===== config.mk =====
export PLATFORM = sky130hd
export DESIGN_NAME = mvb_item_packer_flat
export DESIGN_NICKNAME = d
export VERILOG_FILES = /design/src/rtl/mvb_item_packer_if.sv /design/src/rtl/mvb_item_packer.sv /design/src/flat_wrapper.sv
export SDC_FILE = /design/constraint.sdc
export NUM_CORES = 1
export LEC_CHECK = 0
export BUFFER_PORTS_ARGS = -buffer_cell sky130_fd_sc_hd__buf_2
export CAP_MARGIN = 20
export CORE_AREA = 4 4 69 71
export CTS_CLUSTER_SIZE = 8
export DETAILED_ROUTE_END_ITERATION = 16
export DIE_AREA = 0 0 73 75
export PLACE_DENSITY = 0.77
export SYNTH_ARGS = -nofsm -noshare
export SYNTH_HDL_FRONTEND = slang
export SYNTH_SLANG_ARGS = --single-unit

===== constraint.sdc =====
create_clock -name CLK -period 2.1 [get_ports CLK]
set_clock_uncertainty 0.05 [all_clocks]
set_input_delay 0 -clock CLK [delete_from_list [all_inputs] [get_ports CLK]]
set_output_delay 0 -clock CLK [all_outputs]
set_load 0.05 [all_outputs]

===== src/rtl/mvb_item_packer_if.sv =====
// mvb_item_packer_if: single-item RX stream, flush request and MVB TX bus of the item packer
interface mvb_item_packer_if #(
   parameter int ITEMS      = 4,
   parameter int ITEM_WIDTH = 8
);
   logic [ITEM_WIDTH-1:0]       RX_DATA;
   logic                        RX_SRC_RDY;
   logic                        RX_DST_RDY;
   logic                        FLUSH;
   logic [ITEMS*ITEM_WIDTH-1:0] TX_DATA;
   logic [ITEMS-1:0]            TX_VLD;
   logic                        TX_SRC_RDY;
   logic                        TX_DST_RDY;
   modport master (
      input  RX_DATA, RX_SRC_RDY, FLUSH, TX_DST_RDY,
      output RX_DST_RDY, TX_DATA, TX_VLD, TX_SRC_RDY
   );
   modport slave (
      output RX_DATA, RX_SRC_RDY, FLUSH, TX_DST_RDY,
      input  RX_DST_RDY, TX_DATA, TX_VLD, TX_SRC_RDY
   );
endinterface


===== src/rtl/mvb_item_packer.sv =====
// mvb_item_packer: packs single items into ITEMS-lane MVB words; idle timeout enabled by MVB_ITEM_PACKER_TIMEOUT_EN
module mvb_item_packer #(
   parameter int ITEMS      = 4,
   parameter int ITEM_WIDTH = 8,
   parameter int TIMEOUT    = 16
) (
   input logic              CLK,
   input logic              RESET,
   mvb_item_packer_if.master bus
);
   localparam int CW = $clog2(ITEMS + 1);
   typedef enum logic {FILL, SEND} state_t;
   state_t                             state_q, state_d;
   logic [CW-1:0]                      cnt_q, cnt_d, cnt_acc;
   logic [ITEMS-1:0][ITEM_WIDTH-1:0]   lanes_q, lanes_d;
   logic [ITEMS-1:0]                   vld;
   logic                               rx_rdy, acc, tmo;
   if (ITEMS < 1 || ITEM_WIDTH < 1 || TIMEOUT < 1) begin : g_bad_param
      $error("mvb_item_packer: ITEMS, ITEM_WIDTH and TIMEOUT must be >= 1");
   end
   assign rx_rdy = !RESET && (state_q == FILL || bus.TX_DST_RDY);
   assign acc    = bus.RX_SRC_RDY && rx_rdy;
`ifdef MVB_ITEM_PACKER_TIMEOUT_EN
   localparam int IW = $clog2(TIMEOUT + 1);
   logic [IW-1:0] idle_q, idle_d;
   logic          idling;
   always_comb begin
      idling = state_q == FILL && cnt_q != '0 && !acc;
      idle_d = idling ? idle_q + 1'b1 : '0;
      tmo    = idling && idle_q == IW'(TIMEOUT - 1);
   end
   always_ff @(posedge CLK) idle_q <= RESET ? '0 : idle_d;
`else
   assign tmo = 1'b0;
`endif
   always_comb begin
      state_d = state_q;
      cnt_d   = cnt_q;
      lanes_d = lanes_q;
      cnt_acc = cnt_q + CW'(acc);
      if (state_q == FILL) begin
         for (int i = 0; i < ITEMS; i++) if (acc && cnt_q == CW'(i)) lanes_d[i] = bus.RX_DATA;
         cnt_d   = cnt_acc;
         state_d = (cnt_acc == CW'(ITEMS) || (bus.FLUSH && cnt_acc != '0) || tmo) ? SEND : FILL;
      end else if (bus.TX_DST_RDY) begin
         // a word just left: the same-cycle item opens the next word in lane 0, FLUSH is ignored
         lanes_d    = '0;
         lanes_d[0] = acc ? bus.RX_DATA : '0;
         cnt_d      = CW'(acc);
         state_d    = (acc && ITEMS == 1) ? SEND : FILL;
      end
   end
   always_comb begin
      vld = '0;
      for (int i = 0; i < ITEMS; i++) vld[i] = state_q == SEND && cnt_q > CW'(i);
   end
   always_ff @(posedge CLK) begin
      if (RESET) begin
         state_q <= FILL;
         cnt_q   <= '0;
         lanes_q <= '0;
      end else begin
         state_q <= state_d;
         cnt_q   <= cnt_d;
         lanes_q <= lanes_d;
      end
   end
   assign bus.RX_DST_RDY = rx_rdy;
   assign bus.TX_SRC_RDY = state_q == SEND;
   assign bus.TX_DATA    = lanes_q;
   assign bus.TX_VLD     = vld;
endmodule


===== src/flat_wrapper.sv =====
// flat-port wrapper written by rule: the top's interface ports become plain ports
module mvb_item_packer_flat 
#(
   parameter int ITEMS      = 4,
   parameter int ITEM_WIDTH = 8,
   parameter int TIMEOUT    = 16
)
  (CLK, RESET, bus_RX_DATA, bus_RX_SRC_RDY, bus_FLUSH, bus_TX_DST_RDY, bus_RX_DST_RDY, bus_TX_DATA, bus_TX_VLD, bus_TX_SRC_RDY);
  mvb_item_packer_if #(.ITEMS(ITEMS), .ITEM_WIDTH(ITEM_WIDTH)) bus_i ();
  input logic CLK;
  input logic RESET;
  input wire logic [$bits(bus_i.RX_DATA)-1:0] bus_RX_DATA;
  input wire logic [$bits(bus_i.RX_SRC_RDY)-1:0] bus_RX_SRC_RDY;
  input wire logic [$bits(bus_i.FLUSH)-1:0] bus_FLUSH;
  input wire logic [$bits(bus_i.TX_DST_RDY)-1:0] bus_TX_DST_RDY;
  output wire logic [$bits(bus_i.RX_DST_RDY)-1:0] bus_RX_DST_RDY;
  output wire logic [$bits(bus_i.TX_DATA)-1:0] bus_TX_DATA;
  output wire logic [$bits(bus_i.TX_VLD)-1:0] bus_TX_VLD;
  output wire logic [$bits(bus_i.TX_SRC_RDY)-1:0] bus_TX_SRC_RDY;
  assign bus_i.RX_DATA = bus_RX_DATA;
  assign bus_i.RX_SRC_RDY = bus_RX_SRC_RDY;
  assign bus_i.FLUSH = bus_FLUSH;
  assign bus_i.TX_DST_RDY = bus_TX_DST_RDY;
  assign bus_RX_DST_RDY = bus_i.RX_DST_RDY;
  assign bus_TX_DATA = bus_i.TX_DATA;
  assign bus_TX_VLD = bus_i.TX_VLD;
  assign bus_TX_SRC_RDY = bus_i.TX_SRC_RDY;
  mvb_item_packer #(.ITEMS(ITEMS), .ITEM_WIDTH(ITEM_WIDTH), .TIMEOUT(TIMEOUT)) u_core (.CLK(CLK), .RESET(RESET), .bus(bus_i));
endmodule

==> results of run 1 <==
==> kinds of logic after synthesis <==
group	Yosys count	share of synthesized area, %
DFF	36	43.2
buffers and inverters	31	7.36
adders and majority gates	2	1.50
AOI/OAI and AO/OA	74	30.9
and+or+nand+nor	51	16.4
xor gates and xnor gates	1	0.526
==> area by class of cell <==
class                      count  area, sq um  area share, %
inverter                      10         37.5           1.75
tap                           52         65.1           3.04
timing repair buffer          64          375           17.5
clock inverter                 2         35.0           1.64
clock buffer                   6         72.6           3.39
multi-input combinational    128          830           38.8
sequential                    36          724           33.9
==> power groups by stage <==
stage	logic [mW]	clock network (mW)	registers (mW)
floorplan	0.331	0	0.934
global placement	0.599	0	0.809
detailed placement	0.605	0	0.811
CTS	0.619	0.607	0.795
global route	0.664	0.637	0.807
finish	0.621	0.594	0.797
==> tightest hold or removal path, cell delays in order <==
cell	delay (ns)
buf_2	0.13
nand2_1	0.08
a311oi_1	0.09
==> layout by cell type (no fill, tap or decap) <==
cell type,instances
buf_2,50
dfxtp_1,35
a21oi_1,28
nand3_1,24
o211ai_1,24
nor2_1,11
inv_1,10
a2111oi_0,8
a31o_1,8
dlygate4sd3_1,8
buf_4,6
clkbuf_8,5
nand2_1,4
nor2b_1,2
nand2b_1,2
ha_1,2
nor3b_1,1
or2_2,1
and2_1,1
nor4b_2,1
or4b_1,1
o21ai_4,1
and2_0,1
nor4bb_2,1
nand4bb_1,1
a2bb2oi_1,1
a311oi_1,1
o21ai_0,1
xor2_1,1
o21bai_1,1
o311ai_0,1
bufinv_16,1
clkinv_2,1
clkbuf_1,1
dfxtp_4,1
==> flip-flops by register name (all words and copies together), names as in the netlist <==
signal and count:
u_core.bus.TX_DATA 32, u_core.bus.TX_SRC_RDY 1, u_core.cnt_q 3
==> worst paths after layout <==
path	start	to	slack, ns
setup / recovery	u_core.bus.TX_SRC_RDY	u_core.bus.TX_SRC_RDY	0.07
hold reg to reg	u_core.bus.TX_DATA[18]	u_core.bus.TX_DATA[18]	0.44
hold / removal	bus_TX_DST_RDY	u_core.cnt_q[0]	0.02
setup reg to reg	u_core.bus.TX_SRC_RDY	u_core.bus.TX_SRC_RDY	0.07
==> synthesized netlist by cell type (all sizes together) <==
library cell and n:
nor3b 1, a311oi 1, nor4bb 1, dfxtp 36, nor2b 2, o311ai 1, a2111oi 8, inv 10
ha 2, o21bai 1, clkbuf 15, and2 2, nand3 24, o211ai 24, a31o 8, buf 6
nand2b 2, xor2 1, or4b 1, nand4bb 1, nor4b 1, nor2 11, a21oi 28, a2bb2oi 1
or2 1, nand2 4, o21ai 2
==> layer usage <==
| layer | up-vias | wire [microns] | track usage [%] |
|---|---|---|---|
| met4 | 0 | 58 | 6.76 |
| li1 | 819 | - | - |
| met5 | - | 0 | 0 |
| met1 | 752 | 1960 | 22.8 |
| met3 | 4 | 352 | 2.67 |
| met2 | 67 | 2180 | 26.7 |
==> stage by stage <==
step,util [%],hold slack (ns),power (mW)
CTS,50.5,0.00635,2.02
detailed placement,46.1,0.247,1.42
global placement,46.1,0.249,1.41
floorplan,-,0.0850,1.27
global route,50.5,0.0289,2.11
finish,50.5,0.0152,2.01
==> metrics.txt, run 1 <==
layout net count 260; Post-CTS Setup Repair Bufs 0; cell-by-cell trace of the critical path nor2b_1 -> nor3b_1 -> ha_1 -> ha_1 -> xor2_1 -> o311ai_0 -> a21oi_1; antenna violations before repair 0; flops & latches, synth 36; Hold Fails Final Rpt 0; number of port buffers 50; hpwl dp 3030 microns; Critical Path Most Common Cell ha_1; status completed; CP max stage delay 0.44 ns; crit path time final 2.03 ns; CTS tree built; VDD IR max 0.538 mV; Tot GR Track Use 16.8%; actual slew at the worst max-slew pin 0.959 ns; cts bufs inserted 5; die height 75 microns; worst-case reg-to-reg path depth 7; core box area 0.00423 sq mm; cell taking the most area after synthesis dfxtp_1; drt pass-1 iters 5; Hold Path Class in -> reg; sw frac 37.9%; DP Area 0.00195 sq mm; Ys Warns 0; post-CTS sizing 0; RSZ-0062 raised after global routing false; max-cap violation count 0; Worst-Skew Late Latency 0.28 ns; Yosys cell types 30; crit-path max FO 16; vias in the first global route 1,524; Leak 0.850 nW; CTS clk-pin slew, worst paths 0.07 ns; Critical Path Sink Type register; # setup viols final 0; Antenna Nets Post-Route 0; worst slack at placement 0.140 ns; Die ar. 0.00548 sq mm; WHS Path Cells 3; hold buffer count at cts 8; Clk pwr share 29.5%; critical setup path kind reg -> reg; Int Power 1.25 mW; Power Density 941 mW/mm^2; fin cells 298; H-tree levels 2; Crit path max-delay family compound AO/OA/AOI/OAI gates; share of layout cells above drive strength 1 27.6%; Synth Instances 195; Avg Cell Area, Syn 8.55 sq um; Filler cells 408; total gr overflow 0; Gate power share 30.9%; Top Ports 51; max-slew violations 0; Synth Net Count 210; Required @ worst endpoint 2.21 ns; Max-slew headroom 35.8%; dpl cells 282; # clock sinks 36; sequential share of power 39.6%; Worst EP arrival 2.14 ns; Final WS setup 0.0673 ns; Yosys top cell area share 43.2%; P&R area growth vs syn 28.4%; CP startpoint kind register; design area 0.00214 sq mm; critical path depth 7; Longest Clk Path Bufs 2; gpl congestion 0.786; Post-route DRC 0; DR iter-0 viols 147; WP buf/inv 0; highest-delay cell along the critical path dfxtp_4; Fmax achieved 492 MHz; largest net degree at the start of global routing 28; largest cells by area after synthesis dfxtp_1, o211ai_1, a21oi_1; Psw 762 uW; register area share after synthesis 43.2%; Root Driver clkbuf_8; Rows 24; ANT cells 0; die width 73 microns; synthesized cell area 0.00167 sq mm; WL final 4550 microns; global-route wire length before repair 7140 microns; vias 1,642; vias per cell 5.51; period utilization 96.8%; Setup Total Neg Slack 0 ns; Initial Utilization 39.4%; WL/cell 15.3 microns
No activity file was read; power rests on OpenSTA's default activity.
==> inputs of run 2 (changes only) <==
--- a/config.mk
+++ b/config.mk
@@ -5,12 +5,13 @@
 export SDC_FILE = /design/constraint.sdc
 export NUM_CORES = 1
 export LEC_CHECK = 0
+export ABC_AREA = 1
 export BUFFER_PORTS_ARGS = -buffer_cell sky130_fd_sc_hd__buf_2
 export CAP_MARGIN = 20
-export CORE_AREA = 4 4 69 71
+export CORE_AREA = 4 4 68 70
 export CTS_CLUSTER_SIZE = 8
 export DETAILED_ROUTE_END_ITERATION = 16
-export DIE_AREA = 0 0 73 75
+export DIE_AREA = 0 0 72 74
 export PLACE_DENSITY = 0.77
 export SYNTH_ARGS = -nofsm -noshare
 export SYNTH_HDL_FRONTEND = slang
==> metrics.txt, run 2 <==
status completed; cts bufs inserted 5 (unchanged); worst r2r src u_core.bus.TX_SRC_RDY; Worst-Skew Late Latency 0.28 ns (about the same); Post-route DRC 0 (unchanged); Antenna Nets Post-Route 0 (unchanged); top post-synthesis cells by count nand3_1, dfxtp_1, a21oi_1, nor2_1, nand2_1; Synth Instances 198 (+1.5%); Int Power 1.22 mW (-2.6%); Critical Path Sink Type register; CTS tree built; Multi-input gate area 801 sq um (-3.5%); vias 1,553 (-5.4%); max reg flops 32 (unchanged); period utilization 80.2% (-17 points); max-slew violations 0 (unchanged); H-tree levels 2 (unchanged); Yosys top cell area share 44.7% (+1.5 points); Gate power share 28.3% (-2.6 points); max-cap violation count 0 (unchanged); Async SR Flop Fraction 0% (unchanged); DP Area 0.00189 sq mm (-3.3%); post-CTS sizing 0 (unchanged); Rows 23 (-4.2%); WL/cell 13.4 microns (-12%); crit-path max FO 10 (-6); Filler cells 380 (-6.9%); P&R area growth vs syn 29.6%; commonest non-fill, non-tap cell in the layout buf_2; register area share after synthesis 44.7% (+1.5 points); Power Density 909 mW/mm^2 (-3.4%); WL final 4110 microns (-9.6%); Hold Path Class in -> reg; Final WS setup 0.415 ns (+0.348 ns); die width 72 microns (-1.4%); Worst Hold Path EP u_core.bus.TX_SRC_RDY; largest net degree at the start of global routing 29 (+3.6%); layout net count 272 (+4.6%); Hold Crit Start RESET; Clk pwr share 31.5% (+2.0 points); global-route wire length before repair 6760 microns (-5.4%); sw frac 35.8% (-2.0 points); Initial Utilization 40.6% (+1.2 points); Longest Clk Path Bufs 2 (unchanged); # setup viols final 0 (unchanged); Top Ports 51 (unchanged); hpwl dp 2890 microns (-4.7%); Yosys cell types 26 (-13%); Required @ worst endpoint 2.26 ns (+0.05 ns); ANT cells 0 (unchanged); critical setup path kind reg -> reg; R2R Path End u_core.cnt_q[2]; CP startpoint kind register; count leader, synth nand3_1; VDD IR max 0.608 mV (+13%); crit path time final 1.68 ns (-0.348 ns); die height 74 microns (-1.3%); cell taking the most area after synthesis dfxtp_1; dpl cells 291 (+3.2%); actual slew at the worst max-slew pin 0.435 ns (-0.524 ns); Root Driver clkbuf_8; CTS clk-pin slew, worst paths 0.07 ns (about the same); core box area 0.00397 sq mm (-6.2%); Post-CTS Setup Repair Bufs 0 (unchanged); # clock sinks 36 (unchanged); Worst EP arrival 1.84 ns (-0.30 ns); register area 721 sq um (-0.52%); design area 0.00209 sq mm (-2.4%); RSZ-0062 raised after global routing false; most frequent cells in the layout buf_2, nand3_1, dfxtp_1; Final Power 1.90 mW (-5.7%); drt pass-1 iters 4 (-1); EDFF count, synth 0 (unchanged); largest cells by area after synthesis dfxtp_1, nand3_1, a21oi_1; gpl congestion 0.784 (-0.37%); flop-to-flop setup slack 0.42 ns (+0.35 ns); synthesized cell area 0.00161 sq mm (-3.3%); total gr overflow 0 (unchanged); Synth Net Count 213 (+1.4%); worst slack at placement 0.418 ns (+0.277 ns); vias in the first global route 1,435 (-5.8%); fin cells 308 (+3.4%); antenna violations before repair 0 (unchanged); number of port buffers 50 (unchanged); WHS Path Cells 4 (+1); Avg Cell Area, Syn 8.14 sq um (-4.8%); Max-slew headroom 70.9% (+35 points); Ys Warns 0 (unchanged); dominant synthesized flop cell dfxtp_1; Setup Total Neg Slack 0 ns (unchanged); Hold Fails Final Rpt 0 (unchanged); share of layout cells above drive strength 1 29.8% (+2.2 points); Tot GR Track Use 16.2% (-0.57 points); Psw 680 uW (-11%); Leak 0.911 nW (+7.3%); worst-case reg-to-reg path depth 8 (+1); Fmax achieved 594 MHz (+21%); flops & latches, synth 36 (unchanged); sequential share of power 40.3% (+0.7 points); vias per cell 5.04 (-8.5%); DR iter-0 viols 153 (+4.1%); Die ar. 0.00533 sq mm (-2.7%)
==> run 2: cell count changes in the layout (fill, tap and decap cells not counted), moves of 4 or more <==
cell | previous run | this run
nand3_1 | 24 | 48
o211ai_1 | 24 | 0
inv_2 | 0 | 4
nor2_1 | 11 | 20
a2111oi_0 | 8 | 0
o21ai_0 | 1 | 9
a21boi_0 | 0 | 8
nand2_1 | 4 | 15
inv_1 | 10 | 4
a31o_1 | 8 | 0
==> run 2: power groups by stage <==
stage / Sequential [mW] / Clock [mW] / Combinational [mW]
floorplan: 0.927 / 0 / 0.268
global placement: 0.778 / 0 / 0.522
detailed placement: 0.779 / 0 / 0.524
CTS: 0.764 / 0.611 / 0.539
global route: 0.771 / 0.645 / 0.584
finish: 0.764 / 0.597 / 0.536
==> run 2: routing by layer <==
metal	vias to the layer above	GRT usage [%]	share of wire (%)
met3	4	5.41	8.9
met5	-	0	0
met4	0	7.52	1.4
met2	52	23.8	46
met1	692	21.7	44
li1	805	-	-
==> run 2: critical path, cell delays in order, from the launching register on <==
cell     delay, ns
dfxtp_1       0.38
nand2_4       0.07
nand3_4       0.13
inv_2         0.08
ha_1          0.18
ha_1          0.18
xnor2_1       0.13
or2_2         0.28
a21oi_1       0.14
==> run 2: layout make-up <==
type	count	share of cell area, %
multi-input cells	144	38.3
clock inverters	3	2.04
inverters	8	1.44
clock buffers	5	3.30
repair buffers	62	17.4
well taps	50	3.00
flip-flops and latches	36	34.5
==> run 2: kinds of logic after synthesis <==
group	Yosys count	share of synthesized area [%]
AND/OR/NAND/NOR	94	31.0
AO/OA/AOI/OAI	47	16.3
flip-flops	36	44.7
buffers and inverters	18	5.90
adder cells (fa/ha/maj)	2	1.55
XOR/XNOR	1	0.544
==> run 2: how the worst max path moves through the flow <==
stage                          start              end  depth (start not counted)
5_1_grt        u_core.bus.TX_SRC_RDY   bus_RX_DST_RDY                          5
2_1_floorplan  u_core.bus.TX_SRC_RDY  u_core.cnt_q[2]                          9
3_5_place_dp   u_core.bus.TX_SRC_RDY  u_core.cnt_q[2]                          8
6_report       u_core.bus.TX_SRC_RDY  u_core.cnt_q[2]                          8
3_3_place_gp   u_core.bus.TX_SRC_RDY  u_core.cnt_q[2]                          8
4_1_cts        u_core.bus.TX_SRC_RDY  u_core.cnt_q[2]                          8
==> run 2: repair_timing <==
action	in CTS	in global routing
endpoints found under the setup margin	0	0
hold endpoints to repair	24	0
hold buffers	9	0
==> run 2: per-stage QoR <==
stage          hold WS (ns)  utilization [%]
5_1_grt              0.0285             52.6
2_1_floorplan         0.114                -
6_report             0.0138             52.6
3_3_place_gp          0.269             47.5
4_1_cts             0.00665             52.6
3_5_place_dp          0.272             47.5
==> inputs of run 3 (changes only) <==
--- a/config.mk
+++ b/config.mk
@@ -12,7 +12,7 @@
 export CTS_CLUSTER_SIZE = 8
 export DETAILED_ROUTE_END_ITERATION = 16
 export DIE_AREA = 0 0 72 74
-export PLACE_DENSITY = 0.77
+export PLACE_DENSITY = 0.8
 export SYNTH_ARGS = -nofsm -noshare
 export SYNTH_HDL_FRONTEND = slang
 export SYNTH_SLANG_ARGS = --single-unit
==> constraint.sdc (replaced) <==
create_clock -name CLK -period 1.45 [get_ports CLK]
set_clock_uncertainty 0.05 [all_clocks]
set_input_delay 0 -clock CLK [delete_from_list [all_inputs] [get_ports CLK]]
set_output_delay 0 -clock CLK [all_outputs]
set_load 0.05 [all_outputs]
==> metrics.txt, run 3 (synthesized netlist as in run 2, its figures left out) <==
Setup Total Neg Slack 0 ns (unchanged); Rows 23 (unchanged); WL/cell 14.3 microns (+7.2%); cts bufs inserted 5 (unchanged); Critical Path Sink Type register; Root Driver clkbuf_8; Longest Clk Path Bufs 2 (unchanged); die width 72 microns (unchanged); worst-case reg-to-reg path depth 8 (unchanged); DR iter-0 viols 146 (-4.6%); Int Power 1.69 mW (+39%); RSZ-0062 raised after global routing true; Fmax achieved 701 MHz (+18%); metal1 wirelength 2010 microns (+11%); antenna violations before repair 0 (unchanged); Final Power 2.73 mW (+44%); core box area 0.00397 sq mm (unchanged); critical setup path kind reg -> reg; Die ar. 0.00533 sq mm (unchanged); total gr overflow 0 (unchanged); drt pass-1 iters 4 (unchanged); Worst Hold Path EP u_core.cnt_q[1]; Psw 1.04 mW (+53%); worst r2r src u_core.bus.TX_SRC_RDY; Multi-input gate area 872 sq um (+8.9%); hpwl dp 3130 microns (+8.3%); Initial Utilization 40.6% (unchanged); P&R area growth vs syn 42.2%; Hold Path Class in -> reg; vias in the first global route 1,479 (+3.1%); commonest non-fill, non-tap cell in the layout nand3_1; Required @ worst endpoint 1.62 ns (-0.64 ns); ANT cells 0 (unchanged); Antenna Nets Post-Route 0 (unchanged); register area 731 sq um (+1.4%); highest-delay cell along the critical path dfxtp_4; CTS tree built; top layer in use met4; Hold Crit Start bus_TX_DST_RDY; CP startpoint kind register; status completed; vias per cell 5.21 (+3.3%); largest net degree at the start of global routing 29 (unchanged); flop-to-flop setup slack 0.02 ns (-0.39 ns); layout net count 288 (+5.9%); period utilization 98.4% (+18 points); Filler cells 354 (-6.8%); VDD IR max 0.796 mV (+31%); die height 74 microns (unchanged); R2R Path End u_core.cnt_q[2]; Clk pwr share 25.1% (-6.4 points); actual slew at the worst max-slew pin 0.306 ns (-0.129 ns); share of layout cells above drive strength 1 38.0% (+8.1 points); Post-route DRC 0 (unchanged); crit path time final 1.43 ns (-0.258 ns); sequential share of power 40.9% (+0.6 points); Critical Path Most Common Cell ha_4; # clock sinks 36 (unchanged); global-route wire length before repair 7090 microns (+4.9%); number of port buffers 50 (unchanged); most frequent cells in the layout nand3_1, buf_2, dfxtp_1; Top Ports 51 (unchanged); WL final 4640 microns (+13%); max reg flops 32 (unchanged); Hold Fails Final Rpt 0 (unchanged); Worst EP arrival 1.59 ns (-0.25 ns); # setup viols final 0 (unchanged); gpl congestion 0.802 (+2.3%); vias 1,688 (+8.7%); WHS Path Cells 5 (+1); CTS clk-pin slew, worst paths 0.07 ns (about the same); CP max stage delay 0.37 ns (about the same); H-tree levels 2 (unchanged); max-cap violation count 0 (unchanged); met3 WL 348 microns (-5.2%); Power Density 1190 mW/mm^2 (+31%); crit-path max FO 2 (-8); Worst-Skew Late Latency 0.29 ns (about the same); Gate power share 34.0% (+5.7 points); Leak 0.985 nW (+8.1%); Tot GR Track Use 17.3% (+1.1 points); Max-slew headroom 79.5% (+8.6 points); Hold WS 0.113 ns (+0.0994 ns); met2 WL 2190 microns (+17%); max-slew violations 0 (unchanged); cell-by-cell trace of the critical path nand2_4 -> nand3_4 -> inv_4 -> ha_4 -> ha_4 -> xnor2_2 -> or2_4 -> a21oi_2; sw frac 38.0% (+2.1 points)
-- run 3: cell type report --
class | instances | share of cell area (%)
clock inverter | 1 | 0.218
inverter | 8 | 1.53
sequential | 36 | 31.9
tap | 50 | 2.73
multi-input combinational | 145 | 38.1
timing repair buffer | 77 | 22.2
clock buffer | 7 | 3.33
-- run 3: through the flow --
stage / worst slack (ns) / std cells / util [%] / area (sq um)
finish: 0.0228 / 324 / 57.7 / 2290
global route: -0.0288 / 324 / 57.7 / 2290
CTS: 0.00908 / 321 / 56.3 / 2240
detailed placement: 0.0137 / 302 / 51.0 / 2020
global placement: 0.0631 / 302 / 51.0 / 2020
floorplan: -0.279 / 198 / - / 1670
-- run 3: timing repair --
action / in CTS / in global routing
pin swaps: 1 / 2
setup endpoints to repair: 5 / 36
endpoints found under the hold margin: 27 / 0
setup buffers: 0 / 2
gates cloned: 0 / 1
hold buffers: 11 / 0
gates resized for setup: 9 / 10
-- run 3: metal layers --
layer | up-vias | track usage, %
met5 | - | 0
met4 | 0 | 5.64
met3 | 12 | 5.54
met2 | 58 | 28.0
met1 | 779 | 22.1
li1 | 839 | -
-- run 3: worst max path at each step --
stage,startpoint,to,slack (ns)
CTS,u_core.bus.TX_SRC_RDY,u_core.cnt_q[2],0.009
global route,u_core.cnt_q[1],bus_TX_VLD[2],-0.03
detailed placement,u_core.bus.TX_SRC_RDY,u_core.cnt_q[2],0.01
floorplan,u_core.bus.TX_SRC_RDY,u_core.cnt_q[2],-0.28
global placement,u_core.bus.TX_SRC_RDY,u_core.cnt_q[2],0.06
finish,u_core.bus.TX_SRC_RDY,u_core.cnt_q[2],0.02
-- run 3: power groups by stage --
stage / Sequential [mW] / Clock, mW / Combinational, mW
after floorplan: 1.35 / 0 / 0.420
after global placement: 1.13 / 0 / 0.838
after detailed placement: 1.14 / 0 / 0.846
after CTS: 1.12 / 0.695 / 0.884
after global routing: 1.13 / 0.750 / 0.996
final: 1.12 / 0.685 / 0.928
-- run 3: worst max-delay path, delay by kind of cell, from the launching register on --
family | cells | cell delay, ns
AO/OA/AOI/OAI | 1 | 0.11
XOR/XNOR | 1 | 0.13
adder cells (fa/ha/maj) | 2 | 0.30
buffers and inverters | 1 | 0.04
flip-flops | 1 | 0.37
AND/OR/NAND/NOR | 3 | 0.35
